<file path="src/rtl/disp_pkg.sv">
// Shared constants and state encoding for the 8-digit hex display scanner.
package disp_pkg;

   localparam int NDIG         = 8;
   localparam int SCAN_DIV_DEF = 100000;
   localparam logic [7:0] AN_OFF = 8'hFF;

   typedef enum logic {
      ST_OFF  = 1'b0,
      ST_SCAN = 1'b1
   } state_t;

endpackage

</file>
<file path="src/rtl/disp_if.sv">
// Host-side control/data and the digit-drive outputs of the display scanner.
interface disp_if;

   logic        scan_en;
   logic        blank_en;
   logic [31:0] data;
   logic        data_vld;
   logic [7:0]  an;
   logic [3:0]  hex;
   logic        frame_done;

   modport master (
      output scan_en, blank_en, data, data_vld,
      input  an, hex, frame_done
   );

   modport slave (
      input  scan_en, blank_en, data, data_vld,
      output an, hex, frame_done
   );

endinterface

</file>
<file path="src/rtl/disp_lz_mask.sv">
// Leading-zero visibility: digit i is lit if blanking is off, any nibble at or
// above i is nonzero, or it is digit 0.
module disp_lz_mask
   import disp_pkg::*;
(
   input  logic [31:0] act,
   input  logic        blank_en,
   output logic [7:0]  vis
);

   logic any_nz;

   always_comb begin
      vis    = '0;
      any_nz = 1'b0;
      for (int i = NDIG - 1; i >= 0; i--) begin
         any_nz = any_nz | (|act[4*i +: 4]);
         vis[i] = !blank_en || any_nz || (i == 0);
      end
   end

endmodule

</file>
<file path="src/rtl/disp_scan_ctrl.sv">
// Multiplexed 8-digit hex display scanner with frame-aligned value update.
//
//   state   | meaning
//   --------+-------------------------------------------------------
//   ST_OFF  | display dark, prescaler and digit index held
//   ST_SCAN | prescaler running, one digit driven per SCAN_DIV clocks
module disp_scan_ctrl
   import disp_pkg::*;
#(
   parameter int SCAN_DIV = SCAN_DIV_DEF,
   parameter int NDIG     = disp_pkg::NDIG
)(
   input  logic   clk,
   input  logic   rstn,
   disp_if.slave  bus
);

   localparam int CNT_W = $clog2(SCAN_DIV);
   localparam int IDX_W = $clog2(NDIG);

   state_t             state, state_nxt;
   logic [CNT_W-1:0]   cnt;
   logic [IDX_W-1:0]   idx;
   logic [31:0]        pend, act, load_val;
   logic [7:0]         an_q, an_nxt, vis;
   logic [3:0]         hex_q, hex_nxt;
   logic               fd_q, fd_nxt;
   logic               tick, last_dig, scanning;

   disp_lz_mask u_lz_mask (
      .act      (act),
      .blank_en (bus.blank_en),
      .vis      (vis)
   );

   assign tick     = (cnt == CNT_W'(SCAN_DIV - 1));
   assign last_dig = (idx == IDX_W'(NDIG - 1));
   assign scanning = (state == ST_SCAN) && bus.scan_en;
   // A load coinciding with the reload point bypasses pend straight into act.
   assign load_val = bus.data_vld ? bus.data : pend;

   always_ff @(posedge clk or negedge rstn) begin
      if (!rstn) state <= ST_OFF;
      else       state <= state_nxt;
   end

   always_comb begin
      state_nxt = state;
      an_nxt    = AN_OFF;
      hex_nxt   = 4'h0;
      fd_nxt    = 1'b0;
      case (state)
         ST_OFF:  if (bus.scan_en)  state_nxt = ST_SCAN;
         ST_SCAN: if (!bus.scan_en) state_nxt = ST_OFF;
         default: state_nxt = ST_OFF;
      endcase
      if (scanning) begin
         if (vis[idx]) begin
            an_nxt  = AN_OFF & ~(8'(1) << idx);
            hex_nxt = act[{idx, 2'b00} +: 4];
         end
         fd_nxt = tick && last_dig;
      end
   end

   always_ff @(posedge clk or negedge rstn) begin
      if (!rstn) begin
         cnt   <= '0;
         idx   <= '0;
         pend  <= '0;
         act   <= '0;
         an_q  <= AN_OFF;
         hex_q <= 4'h0;
         fd_q  <= 1'b0;
      end else begin
         an_q  <= an_nxt;
         hex_q <= hex_nxt;
         fd_q  <= fd_nxt;
         if (bus.data_vld) pend <= bus.data;
         if (state == ST_OFF && bus.scan_en) begin
            act <= load_val;
            cnt <= '0;
            idx <= '0;
         end else if (scanning) begin
            if (tick) begin
               cnt <= '0;
               idx <= idx + 1'b1;
               if (last_dig) act <= load_val;
            end else begin
               cnt <= cnt + 1'b1;
            end
         end
      end
   end

   assign bus.an         = an_q;
   assign bus.hex        = hex_q;
   assign bus.frame_done = fd_q;

endmodule

</file>
<file path="src/flat_wrapper.sv">
// flat-port wrapper written by rule: the top's interface ports become plain ports
module disp_scan_ctrl_flat import disp_pkg::*;
#(
   parameter int SCAN_DIV = SCAN_DIV_DEF,
   parameter int NDIG     = disp_pkg::NDIG
)
  (clk, rstn, bus_scan_en, bus_blank_en, bus_data, bus_data_vld, bus_an, bus_hex, bus_frame_done);
  disp_if bus_i ();
  input  logic clk;
  input  logic rstn;
  input wire logic [$bits(bus_i.scan_en)-1:0] bus_scan_en;
  input wire logic [$bits(bus_i.blank_en)-1:0] bus_blank_en;
  input wire logic [$bits(bus_i.data)-1:0] bus_data;
  input wire logic [$bits(bus_i.data_vld)-1:0] bus_data_vld;
  output wire logic [$bits(bus_i.an)-1:0] bus_an;
  output wire logic [$bits(bus_i.hex)-1:0] bus_hex;
  output wire logic [$bits(bus_i.frame_done)-1:0] bus_frame_done;
  assign bus_i.scan_en = bus_scan_en;
  assign bus_i.blank_en = bus_blank_en;
  assign bus_i.data = bus_data;
  assign bus_i.data_vld = bus_data_vld;
  assign bus_an = bus_i.an;
  assign bus_hex = bus_i.hex;
  assign bus_frame_done = bus_i.frame_done;
  disp_scan_ctrl #(.SCAN_DIV(SCAN_DIV), .NDIG(NDIG)) u_core (.clk(clk), .rstn(rstn), .bus(bus_i));
endmodule
</file>
<file path="config.mk">
export PLATFORM = sky130hd
export DESIGN_NAME = disp_scan_ctrl_flat
export DESIGN_NICKNAME = d
export VERILOG_FILES = /design/src/rtl/disp_pkg.sv /design/src/rtl/disp_if.sv /design/src/rtl/disp_lz_mask.sv /design/src/rtl/disp_scan_ctrl.sv /design/src/flat_wrapper.sv
export SDC_FILE = /design/constraint.sdc
export NUM_CORES = 1
export LEC_CHECK = 0
export CORE_ASPECT_RATIO = 0.7
export CORE_MARGIN = 3
export CORE_UTILIZATION = 60
export DETAILED_ROUTE_END_ITERATION = 7
export DONT_BUFFER_PORTS = 1
export HOLD_SLACK_MARGIN = 0.1
export MAX_ROUTING_LAYER = met4
export PLACE_DENSITY = 0.76
export SYNTH_ARGS = -nofsm -noshare
export SYNTH_HDL_FRONTEND = slang
export SYNTH_SLANG_ARGS = --single-unit
</file>
<file path="constraint.sdc">
create_clock -name clk -period 2.4 [get_ports clk]
set_input_delay 0.24 -clock clk [delete_from_list [all_inputs] [get_ports clk]]
set_output_delay 0.24 -clock clk [all_outputs]
set_load 0.02 [all_outputs]
</file>
Word-level counts from Yosys, hierarchy flattened:

Index checks and enable logic that the tools add are counted.

* input port bits: 37
* output and inout port bits: 13
* flip-flop bits (word level): 98

* reduce and logical (&&, ||, !) cells: 23
* order comparisons: 1
* add/sub/neg operators: 2
* shift operators: 2
* bitwise operators: 8
* equality and inequality tests: 2
* muxes and demuxes: 19

Operator list (count)
* $mux W32: 5
* $mux W17: 3
* $shiftx A32 B6 Y4: 1
* $reduce_or A4 Y1: 7
* $add A17 B1 Y17 const B: 1
* $eq A17 B17 Y1 const B: 1
* $mux W8: 2
* $mux W3: 3
* $mux W4: 2
* $not A8 Y8: 1
* $shl A1 B3 Y8 const A: 1
* $logic_or A1 B1 Y1: 7
* $or A1 B1 Y1: 6
* $reduce_bool A2 Y1: 3
* $lt A3 B4 Y1 const B: 1
* $add A3 B1 Y3 const B: 1
* $bmux W1 S3: 1
* $eq A3 B3 Y1 const B: 1
* $logic_and A1 B1 Y1: 3
* $mux W1: 3
* $reduce_and A3 Y1: 1
* $reduce_and A2 Y1: 1
* $logic_not A1 Y1: 1
* $not A1 Y1: 1

Logic depth before layout (Yosys ltp):

Gate-level depths: netlist of run 1.

* word-level depth: 12
* depth in mapped cells: 6
* gate-level depth less buffers: 5

By module:

Synthesis of run 1 repeated with hierarchy kept, for this count alone.

* cells, all modules: 334
* area, all modules: 4456.8 um2

Modules (own cells, without submodules)
* disp_scan_ctrl: cells an instance 316, area each 4325.4 um2, instances 1
* disp_lz_mask: cells an instance 18, area each 131.4 um2, instances 1

Least setup slack after synthesis of run 1:

Ideal clock, no wire load.

* path kind: register to register
* start point: register u_core.cnt[0]
* end point: register u_core.act[20]
* cell stages (with the launch flop): 7
* period minus slack after synthesis: 1.919 ns
* setup slack: 0.481 ns
* arrival time: 1.794 ns
* required time: 2.275 ns
* cells stage by stage: dfrtp_1 > ha_1 > and4b_1 > nand4_4 > o22ai_4 > buf_8 > mux2_2

* longest elaborated chain between the ends: 3

Ends and longest elaborated chain
* start, declared: line disp_scan_ctrl.sv:22 `logic [CNT_W-1:0] cnt;`
* start signal, assigned: line disp_scan_ctrl.sv:90 `cnt <= cnt + 1'b1;`
* $eq A17 B17 Y1: line disp_scan_ctrl.sv:36 `assign tick = (cnt == CNT_W'(SCAN_DIV - 1));`
* $reduce_bool A2 Y1 (no source line)
* $reduce_and A3 Y1 (no source line)
* end signal, assigned: line disp_scan_ctrl.sv:81 `act <= load_val;`
* end signal, assigned: line disp_scan_ctrl.sv:88 `if (last_dig) act <= load_val;`
* end, declared: line disp_scan_ctrl.sv:24 `logic [31:0] pend, act, load_val;`

Every way passes these cells.
A chain may end at the register's enable or synchronous reset.

Worst setup path after layout of run 1:

* start point: register u_core.cnt[0]
* end point: register u_core.act[1]

The elaborated chain is that of the path after synthesis.

==> qor.yml, run 1 <==
setup_path:
  worst_path_max_delay_cell: "dfrtp_1"
  start_kind: "register"
  worstPathRequired_ps: 2650
  critPathMaxFanout: 32
  path_cells: "ha_1 -> and4b_1 -> nand4_4 -> o22ai_4 -> buf_12 -> mux2_2"
  r2r_start: "u_core.cnt[0]"
  worst_setup_path_end_kind: "register"
  r2r_end: "u_core.act[1]"
  path_class: "reg -> reg"
  r2r_slack_ps: 260
  cpPeakStageDelay_ps: 420
  reg2reg_depth: 6
  worstPathArrival_ps: 2390
cts:
  cts.path.max_buffers: 2
  cts.hold.buffers_added: 65
  cts-resized-gates: 0
  cts_root_buf: "clkbuf_8"
  numCtsBuffers: 9
  path_clk_slew_ps: 100
  tritoncts: "yes"
  cts_setup_buffers: 0
  h-tree-depth: 3
  insertion_delay_ps: 360
  cts.sinks: 98
routing:
  vias_per_cell: 6.33
  routed_wl_um: 10400
  drtIter0Drc: 322
  wl_met2_um: 4710
  m1WireLength_um: 4380
  first_pass_iters: 5
  wire_per_inst_um: 20.7
  ant_nets: 0
  route.detailed.drc: 0
  top_layer_used: "met4"
  met3_length_um: 1120
  num_vias: 3178
timing:
  min_period_ps: 2140
  rsz0062_at_grt: "false"
  post-route-period-util_pct: 89.3
  hold_slack_ps: -437
  fmax_ghz: 0.467
  setup_tns_ps: 0
  max_slew_margin_pct: 61.2
  tightest_slew_ps: 576
  drv_slew: 0
  setup_viol: 0
  finClkSkew_ps: 10.2
  finalHoldViolCount: 98
power:
  p_leak_nw: 2.16
  power_density_mw_per_mm2: 678
  finalPower_w: 0.00363
  irDropWorstVdd_mv: 0.460
floorplan:
  dieHeight_um: 77.7
  die_w_um: 108
  start_util_pct: 63.5
  core_sq_mm: 0.00694
  ioPinCount: 50
  fp-row-count: 25
  die_area_sq_mm: 0.00843
synth:
  synthCells: 331
  synth_enable_flop_cells: 0
  syn_area_per_cell_sq_um: 13.3
  synth-async-reset-ratio_pct: 100
  yosys-top-cells-count: "dfrtp_1, mux2_2, nand2_1"
  ys_warn_count: 0
  synth_top_area_cell: "dfrtp_1"
  synth_most_common_cell: "dfrtp_1"
  synth.top_cell.area_share_pct: 51.0
  ys_seq_area_share_pct: 55.8
  ys_ff_latch: 98
  synth_fp_nets: 375
  synthTopCellsByArea: "dfrtp_1, mux2_2, dfstp_2"
  netlist-cell-type-count: 47
  synth-main-ff-cell: "dfrtp_1"
  synthesis.area_sq_mm: 0.00441
global_route:
  grt_pass1_wl_um: 17100
  grt.total_usage_pct: 27.3
  grt_max_degree: 99
  grt_pass1_vias: 3197
  grt.overflow.total: 0
  antenna_found_initial: 0
placement:
  io_buffer_count: 0
  placed_cell_area_sq_mm: 0.00452
  gp_congestion: 0.942
  dp_hpwl_um: 6540
hold_path:
  hp-class: "in -> async"
finish:
  post-route-util_pct: 77.1
  area_delta_synth_final_pct: 21.4
  fin_nets: 447
  n_antenna_cell: 0
  drive_gt1_share_pct: 26.5
  stdcell_area_sq_mm: 0.00536
flow_run:
  maxCapViolations: 0
status:
  status: "finished, violations left"
  violations: "negative hold slack"
## routing by layer
metal / track usage (%) / vias up
met5: - / -
met4: 7.06 / 0
met3: 6.90 / 30
met2: 39.0 / 207
met1: 39.5 / 1558
li1: - / 1383
## stage by stage
stage	instances	hold slack, ps	worst slack (ps)
global route	502	-465	132
detailed placement	421	-53.1	304
global placement	421	-52.2	374
CTS	502	-453	292
floorplan	331	-55.6	481
finish	502	-437	257
## worst max path at each step
stage | cells past startpoint | startpoint | slack [ps] | end
floorplan | 6 | u_core.cnt[0] | 480 | u_core.act[20]
global placement | 6 | u_core.cnt[0] | 370 | u_core.act[0]
detailed placement | 6 | u_core.cnt[0] | 300 | u_core.act[7]
CTS | 6 | u_core.cnt[0] | 290 | u_core.act[13]
global route | 4 | u_core.act[26] | 130 | u_core.bus.an[7]
finish | 6 | u_core.cnt[0] | 260 | u_core.act[1]
## cell usage in the layout (no fill, tap or decap), types with 4 or more instances in the layout
cell type,count
dfrtp_1,90
dlygate4sd3_1,65
mux2_2,63
nand2_1,22
nor2_1,12
nand3_1,11
inv_1,10
nor4_1,10
clkbuf_8,9
mux4_2,8
o21ai_0,8
dfstp_2,8
nand4_1,7
ha_1,7
buf_4,7
o311ai_0,6
xnor2_1,6
a21oi_1,5
nor3_1,5
a31oi_1,4
## worst max-delay path, delay by kind of cell, from the launching register on
| kind | cells | cell delay [ps] |
|---|---|---|
| buf+inv | 1 | 230 |
| compound gates | 1 | 190 |
| fa+ha+maj | 1 | 260 |
| mux | 1 | 360 |
| simple gates | 2 | 560 |
| flops | 1 | 420 |
## flip-flops by register name, indices dropped and copies added, names as in the netlist
signal	flops
u_core.idx	3
u_core.bus.hex	4
u_core.bus.an	8
u_core.act	32
u_core.cnt	17
u_core.bus.frame_done	1
u_core.pend	32
u_core.state	1
## cell families (layout without fill, tap and decap cells)
kind of cell / count (synthesis) / in the layout / share of synthesized area, %
AO/OA/AOI/OAI: 41 / 41 / 6.86
XOR/XNOR: 6 / 6 / 1.19
adder cells (fa/ha/maj): 7 / 7 / 1.99
buffers and inverters: 23 / 100 / 2.75
flip-flops: 98 / 98 / 55.8
multiplexers: 73 / 73 / 20.6
AND/OR/NAND/NOR: 83 / 83 / 10.7
## power by group
group / leakage, nW / internal (W) / switching, W
Sequential: 1.19 / 0.00184 / 0.000167
Combinational: 0.880 / 0.000370 / 0.000231
Clock: 0.0961 / 0.000396 / 0.000622
## layout make-up
class / instances / area (sq um)
Timing Repair Buffer: 73 / 723
Inverter: 11 / 41.3
Tap cell: 94 / 118
Multi-Input combinational cell: 210 / 1830
Sequential cell: 98 / 2460
Clock inverter: 7 / 60.1
Clock buffer: 9 / 124
Fill cell: 440 / 1590
(Power assumes the default switching activity.)
==> run 2, diff against run 1 <==
SYNTH_HIERARCHICAL = 1   (was default)
==> qor.yml, run 2 <==
cts:
  cts.path.max_buffers: 2  # unchanged
  path_clk_slew_ps: 90  # about the same
  cts_setup_buffers: 0  # unchanged
  cts.sinks: 98  # unchanged
  insertion_delay_ps: 360  # about the same
  tritoncts: "yes"
  cts.hold.buffers_added: 65  # unchanged
  h-tree-depth: 3  # unchanged
  cts_root_buf: "clkbuf_8"
  numCtsBuffers: 9  # unchanged
placement:
  io_buffer_count: 0  # unchanged
  gp_congestion: 0.826  # -12%
  dpl.cell_count: 420  # -0.24%
  dp_hpwl_um: 5890  # -10%
routing:
  first_pass_iters: 4  # -1
  vias_per_cell: 5.89  # -7.0%
  routed_wl_um: 9340  # -10%
  ant_nets: 0  # unchanged
  num_vias: 2950  # -7.2%
  route.detailed.drc: 0  # unchanged
  wire_per_inst_um: 18.6  # -9.9%
  drtIter0Drc: 189  # -41%
synth:
  synth_most_common_cell: "dfrtp_1"
  synthesis.area_sq_mm: 0.00446  # +1.0%
  ys_ff_latch: 98  # unchanged
  synth_top_area_cell: "dfrtp_1"
  synthTopCellsByArea: "dfrtp_1, mux2_2, mux4_2"
  ys_seq_area_share_pct: 55.2  # -0.56 points
  ys_warn_count: 6  # +6
  synth.top_cell.area_share_pct: 50.5  # -0.52 points
  synth-main-ff-cell: "dfrtp_1"
  netlist-cell-type-count: 48  # +2.1%
  synth-async-reset-ratio_pct: 100  # unchanged
  synth_enable_flop_cells: 0  # unchanged
  yosys-top-cells-count: "dfrtp_1, mux2_2, nand2_1"
  synthCells: 334  # +0.91%
  syn_area_per_cell_sq_um: 13.3  # +0.11%
  synth_fp_nets: 378  # +0.80%
hold_path:
  hp-class: "in -> async"
floorplan:
  dieHeight_um: 78.1  # +0.48%
  core_sq_mm: 0.00698  # +0.45%
  die_area_sq_mm: 0.00851  # +0.96%
  start_util_pct: 63.9  # +0.36 points
  die_w_um: 109  # +0.48%
  ioPinCount: 50  # unchanged
  fp-row-count: 25  # unchanged
global_route:
  grt.overflow.total: 0  # unchanged
  grt_max_degree: 99  # unchanged
  grt_pass1_vias: 3013  # -5.8%
  antenna_found_initial: 0  # unchanged
  grt.total_usage_pct: 24.8  # -2.5 points
  grt_pass1_wl_um: 15800  # -7.8%
timing:
  fmax_ghz: 0.447  # -4.1%
  drv_slew: 0  # unchanged
  setup_tns_ps: 0  # unchanged
  finClkSkew_ps: 8.04  # -2.20 ps
  finalHoldViolCount: 98  # unchanged
  min_period_ps: 2240  # +92.5 ps
  tightest_slew_ps: 747  # +171 ps
  setup_viol: 0  # unchanged
  hold_slack_ps: -438  # -1.43 ps
  max_slew_margin_pct: 50.1  # -11 points
  post-route-period-util_pct: 93.2  # +3.9 points
power:
  p_int_w: 0.00276  # +5.8%
  p_leak_nw: 2.20  # +1.7%
  p_sw_share_pct: 26.2  # -1.9 points
  combinationalPowerShare_pct: 16.9  # +0.3 points
  irDropWorstVdd_mv: 0.397  # -14%
  clkPwrFrac_pct: 28.8  # +0.7 points
  power_density_mw_per_mm2: 691  # +2.0%
  switching_power_w: 0.000981  # -3.8%
  pwr-share-seq_pct: 54.3  # -1.1 points
finish:
  final_common_cell: "dfrtp_1"
  post-route-util_pct: 77.6  # +0.50 points
  n_antenna_cell: 0  # unchanged
  fin_nets: 446  # -0.22%
  final_cells: 501  # -0.20%
  area_delta_synth_final_pct: 21.5  # about the same
  drive_gt1_share_pct: 29.7  # +3.3 points
  reg.largest.list: "u_core/act (32), u_core/pend (32), u_core/cnt (17)"
  layout_common_cells: "dfrtp_1, dlygate4sd3_1, mux2_2, nand2_1, nand3_1"
setup_path:
  worst_setup_path_end_kind: "register"
  worstPathRequired_ps: 2640  # about the same
  reg2reg_depth: 7  # +1
  path_class: "reg -> reg"
  worstPathArrival_ps: 2480  # +90 ps
  start_kind: "register"
  critPathMaxFanout: 5  # -84%
flow_run:
  maxCapViolations: 0  # unchanged
status:
  violations: "negative hold slack"
  status: "finished, violations left"
run 2: changes by cell type in the layout (fill, tap and decap cells not counted), moves of 4 or more:
| cell | delta |
|---|---|
| nand3_1 | +5 |
| xor2_1 | +4 |
| o311ai_0 | -6 |
| nor4_1 | -7 |
| nor4_2 | +4 |
| a21oi_1 | +8 |
| nor2_1 | -9 |
| o211ai_1 | +4 |
run 2: kinds of logic (layout without fill, tap and decap cells):
family,count (synthesis),in the layout,synth area share [%]
compound gates,38,38,5.76
flops,98,98,55.2
simple gates,81,81,10.7
other cells,1,1,0.0841
fa+ha+maj,7,7,1.97
buf+inv,26,99,3.23
xor+xnor,8,8,1.57
mux,75,75,21.4
run 2: area by class of cell:
type / count / area [sq um]
clock buffer: 11 / 141
clock inverter: 5 / 61.3
fill: 427 / 1560
inverter: 7 / 26.3
multi-input combinational: 210 / 1860
sequential: 98 / 2460
tap: 94 / 118
timing repair buffer: 76 / 746
run 2: path summary, 6_finish.rpt:
kind	startpoint	end	slack [ps]
worst max register to register	u_core/act[25]	u_core/bus.hex[0]	160
worst min register to register	u_core/act[2]	u_core/act[2]	530
worst min-delay path	rstn	u_core/pend[1]	-440
worst max-delay path	u_core/act[25]	u_core/bus.hex[0]	160
min in group clk	bus_scan_en	u_core/cnt[5]	160
max in group asynchronous	rstn	u_core/bus.an[7]	2660
run 2: stage by stage:
| step | hold WS (ps) | total power [W] | setup slack (ps) | area, sq um |
|---|---|---|---|---|
| finish | -438 | 0.00374 | 164 | 5420 |
| global route | -467 | 0.00393 | -23.1 | 5420 |
| CTS | -455 | 0.00375 | 7.57 | 5410 |
| detailed placement | -53.3 | 0.00255 | -80.1 | 4550 |
| global placement | -52.7 | 0.00252 | 54.1 | 4550 |
| floorplan | -55.6 | 0.00241 | 197 | 4460 |
run 2: repair_timing:
action / CTS / global route
endpoints found under the setup margin: 4 / 6
hold endpoints to repair: 149 / 98
gates cloned: 0 / 0
resized for setup: 1 / 2
run 2: critical path: stages (launching register included):
cell and delay [ps]:
dfrtp_1 410, nor4_2 340, and4_4 300, nand3_1 80
mux4_2 470, and2_1 230, o21ai_2 210, a21oi_1 80
run 2: power groups by stage:
stage                     combinational, W  clock, W  sequential [W]
final                             0.000633   0.00108         0.00203
after global placement            0.000473         0         0.00204
after floorplan                   0.000423         0         0.00199
after CTS                         0.000623   0.00111         0.00202
after detailed placement          0.000496         0         0.00206
after global routing              0.000690   0.00118         0.00206
run 2: routing by layer:
metal  global-route usage [%]  routed length (um)
met5                        -                   0
met4                     5.93                  67
met3                     5.01                 501
met2                     36.1                4360
met1                     36.2                4410
==> run 3, diff against run 2 <==
BUFFER_PORTS_ARGS = -buffer_cell sky130_fd_sc_hd__clkbuf_2   (was default)
CORE_UTILIZATION = 58   (was 60)
DONT_BUFFER_PORTS = default   (was 1)
PLACE_DENSITY = 0.79   (was 0.76)
==> qor.yml, run 3 (same netlist as run 2, synthesis figures left out) <==
status:
  status: "complete, no violations"
routing:
  num_vias: 2881  # -2.3%
  first_pass_iters: 4  # unchanged
  drtIter0Drc: 141  # -25%
  wire_per_inst_um: 18.1  # -2.8%
  route.detailed.drc: 0  # unchanged
  vias_per_cell: 5.87  # -0.35%
  ant_nets: 0  # unchanged
  routed_wl_um: 8890  # -4.8%
setup_path:
  worstPathRequired_ps: 2640  # about the same
  path_class: "reg -> reg"
  reg2reg_depth: 7  # unchanged
  start_kind: "register"
  critPathMaxFanout: 5  # unchanged
  worstPathArrival_ps: 2530  # +50 ps
  r2r_end: "u_core/bus.hex[0]"
  worst_setup_path_end_kind: "register"
  r2r_slack_ps: 110  # -60 ps
  crit_start: "u_core/act[21]"
  r2r_start: "u_core/act[21]"
finish:
  reg.largest.list: "u_core/act (32), u_core/pend (32), u_core/cnt (17)"
  layout_common_cells: "dfrtp_1, mux2_2, clkbuf_2, nand2_1, nand3_1"
  post-route-util_pct: 68.3  # -9.3 points
  n_antenna_cell: 0  # unchanged
  final_common_cell: "dfrtp_1"
  fin_nets: 432  # -3.1%
  drive_gt1_share_pct: 43.3  # +14 points
  area_delta_synth_final_pct: 13.2
floorplan:
  fp-row-count: 26  # +4.0%
  dieHeight_um: 79.3  # +1.6%
  core_sq_mm: 0.00738  # +5.9%
  start_util_pct: 60.4  # -3.5 points
  ioPinCount: 50  # unchanged
  die_area_sq_mm: 0.00879  # +3.2%
  die_w_um: 111  # +1.6%
power:
  irDropWorstVdd_mv: 0.381  # -3.8%
  p_leak_nw: 2.13  # -3.4%
  power_density_mw_per_mm2: 712  # +3.1%
cts:
  path_clk_slew_ps: 100  # about the same
  cts_root_buf: "clkbuf_8"
  numCtsBuffers: 9  # unchanged
  h-tree-depth: 3  # unchanged
  tritoncts: "yes"
  insertion_delay_ps: 360  # about the same
  cts.sinks: 98  # unchanged
  cts.path.max_buffers: 2  # unchanged
  cts_setup_buffers: 0  # unchanged
hold_path:
  hold_start: "bus_data[13]"
  hp-class: "in -> reg"
  min_to: "u_core/pend[13]"
  hold_depth: 2
global_route:
  grt_pass1_vias: 2981  # -1.1%
  grt.total_usage_pct: 22.9  # -1.9 points
  grt_max_degree: 43  # -57%
  grt_pass1_wl_um: 15400  # -2.7%
  antenna_found_initial: 0  # unchanged
  grt.overflow.total: 0  # unchanged
timing:
  finClkSkew_ps: 14.5  # +6.49 ps
  finalHoldViolCount: 0  # -100%
  setup_viol: 0  # unchanged
  min_period_ps: 2290  # +56.1 ps
  drv_slew: 0  # unchanged
  setup_tns_ps: 0  # unchanged
  post-route-period-util_pct: 95.5  # +2.3 points
  rsz0062_at_grt: "false"
  fmax_ghz: 0.436  # -2.4%
flow_run:
  maxCapViolations: 0  # unchanged
placement:
  io_buffer_count: 49  # +49
  gp_congestion: 0.836  # +1.3%
  dp_hpwl_um: 6360  # +8.0%
==> run 3: stage by stage <==
step                      std cells  total power [W]  cell area, sq um  worst slack [ps]  hold WS, ps
after global placement          474          0.00260              4820              60.1          175
after CTS                       491          0.00360              5010              10.3          107
after detailed placement        474          0.00264              4820             -81.1          184
after global routing            491          0.00379              5040              8.79          107
after floorplan                 334          0.00241              4460               197        -55.6
final                           491          0.00359              5040               108          119
==> run 3: layer usage <==
| metal | up-vias | track usage, % | share of wire [%] |
|---|---|---|---|
| met5 | - | - | 0 |
| met4 | 0 | 6.15 | 1.1 |
| met3 | 9 | 6.70 | 5.6 |
| met2 | 88 | 32.3 | 45 |
| met1 | 1457 | 32.9 | 48 |
| li1 | 1327 | - | - |
==> run 3: cell type report <==
class | instances | area, sq um
timing repair buffer | 62 | 373
fill | 533 | 2340
inverter | 7 | 26.3
sequential | 98 | 2460
tap | 98 | 123
multi-input combinational | 210 | 1890
clock inverter | 4 | 28.8
clock buffer | 12 | 145
==> run 3: power by group <==
part / total, W / switching (W) / internal [W] / leakage, nW
combinational: 0.000603 / 0.000275 / 0.000328 / 0.854
sequential: 0.00203 / 0.000183 / 0.00185 / 1.19
clock: 0.000959 / 0.000550 / 0.000408 / 0.0830
total: 0.00359 / 0.00101 / 0.00258 / 2.13
==> run 3: critical path: stages (launching register included) <==
cell     delay, ps
dfrtp_1        420
nor4_1         370
and4_4         310
nand3_1         90
mux4_2         480
and2_1         230
o21ai_2        200
a21oi_1         80
==> run 3: what timing repair did <==
item	CTS	global route
hold buffers	1	0
setup endpoints to repair	4	6
pin swaps	0	0
resized for setup	1	5
cloned	0	0
endpoints found under the hold margin	24	0
==> run 3: worst max path at each step <==
stage	endpoint	cells past startpoint	slack [ps]
floorplan	u_core/bus.hex[0]	7	200
CTS	u_core/bus.hex[0]	7	10
global placement	u_core/bus.hex[1]	7	60
detailed placement	u_core/bus.hex[0]	7	-80
global route	u_core/bus.hex[0]	7	9
finish	u_core/bus.hex[0]	7	110
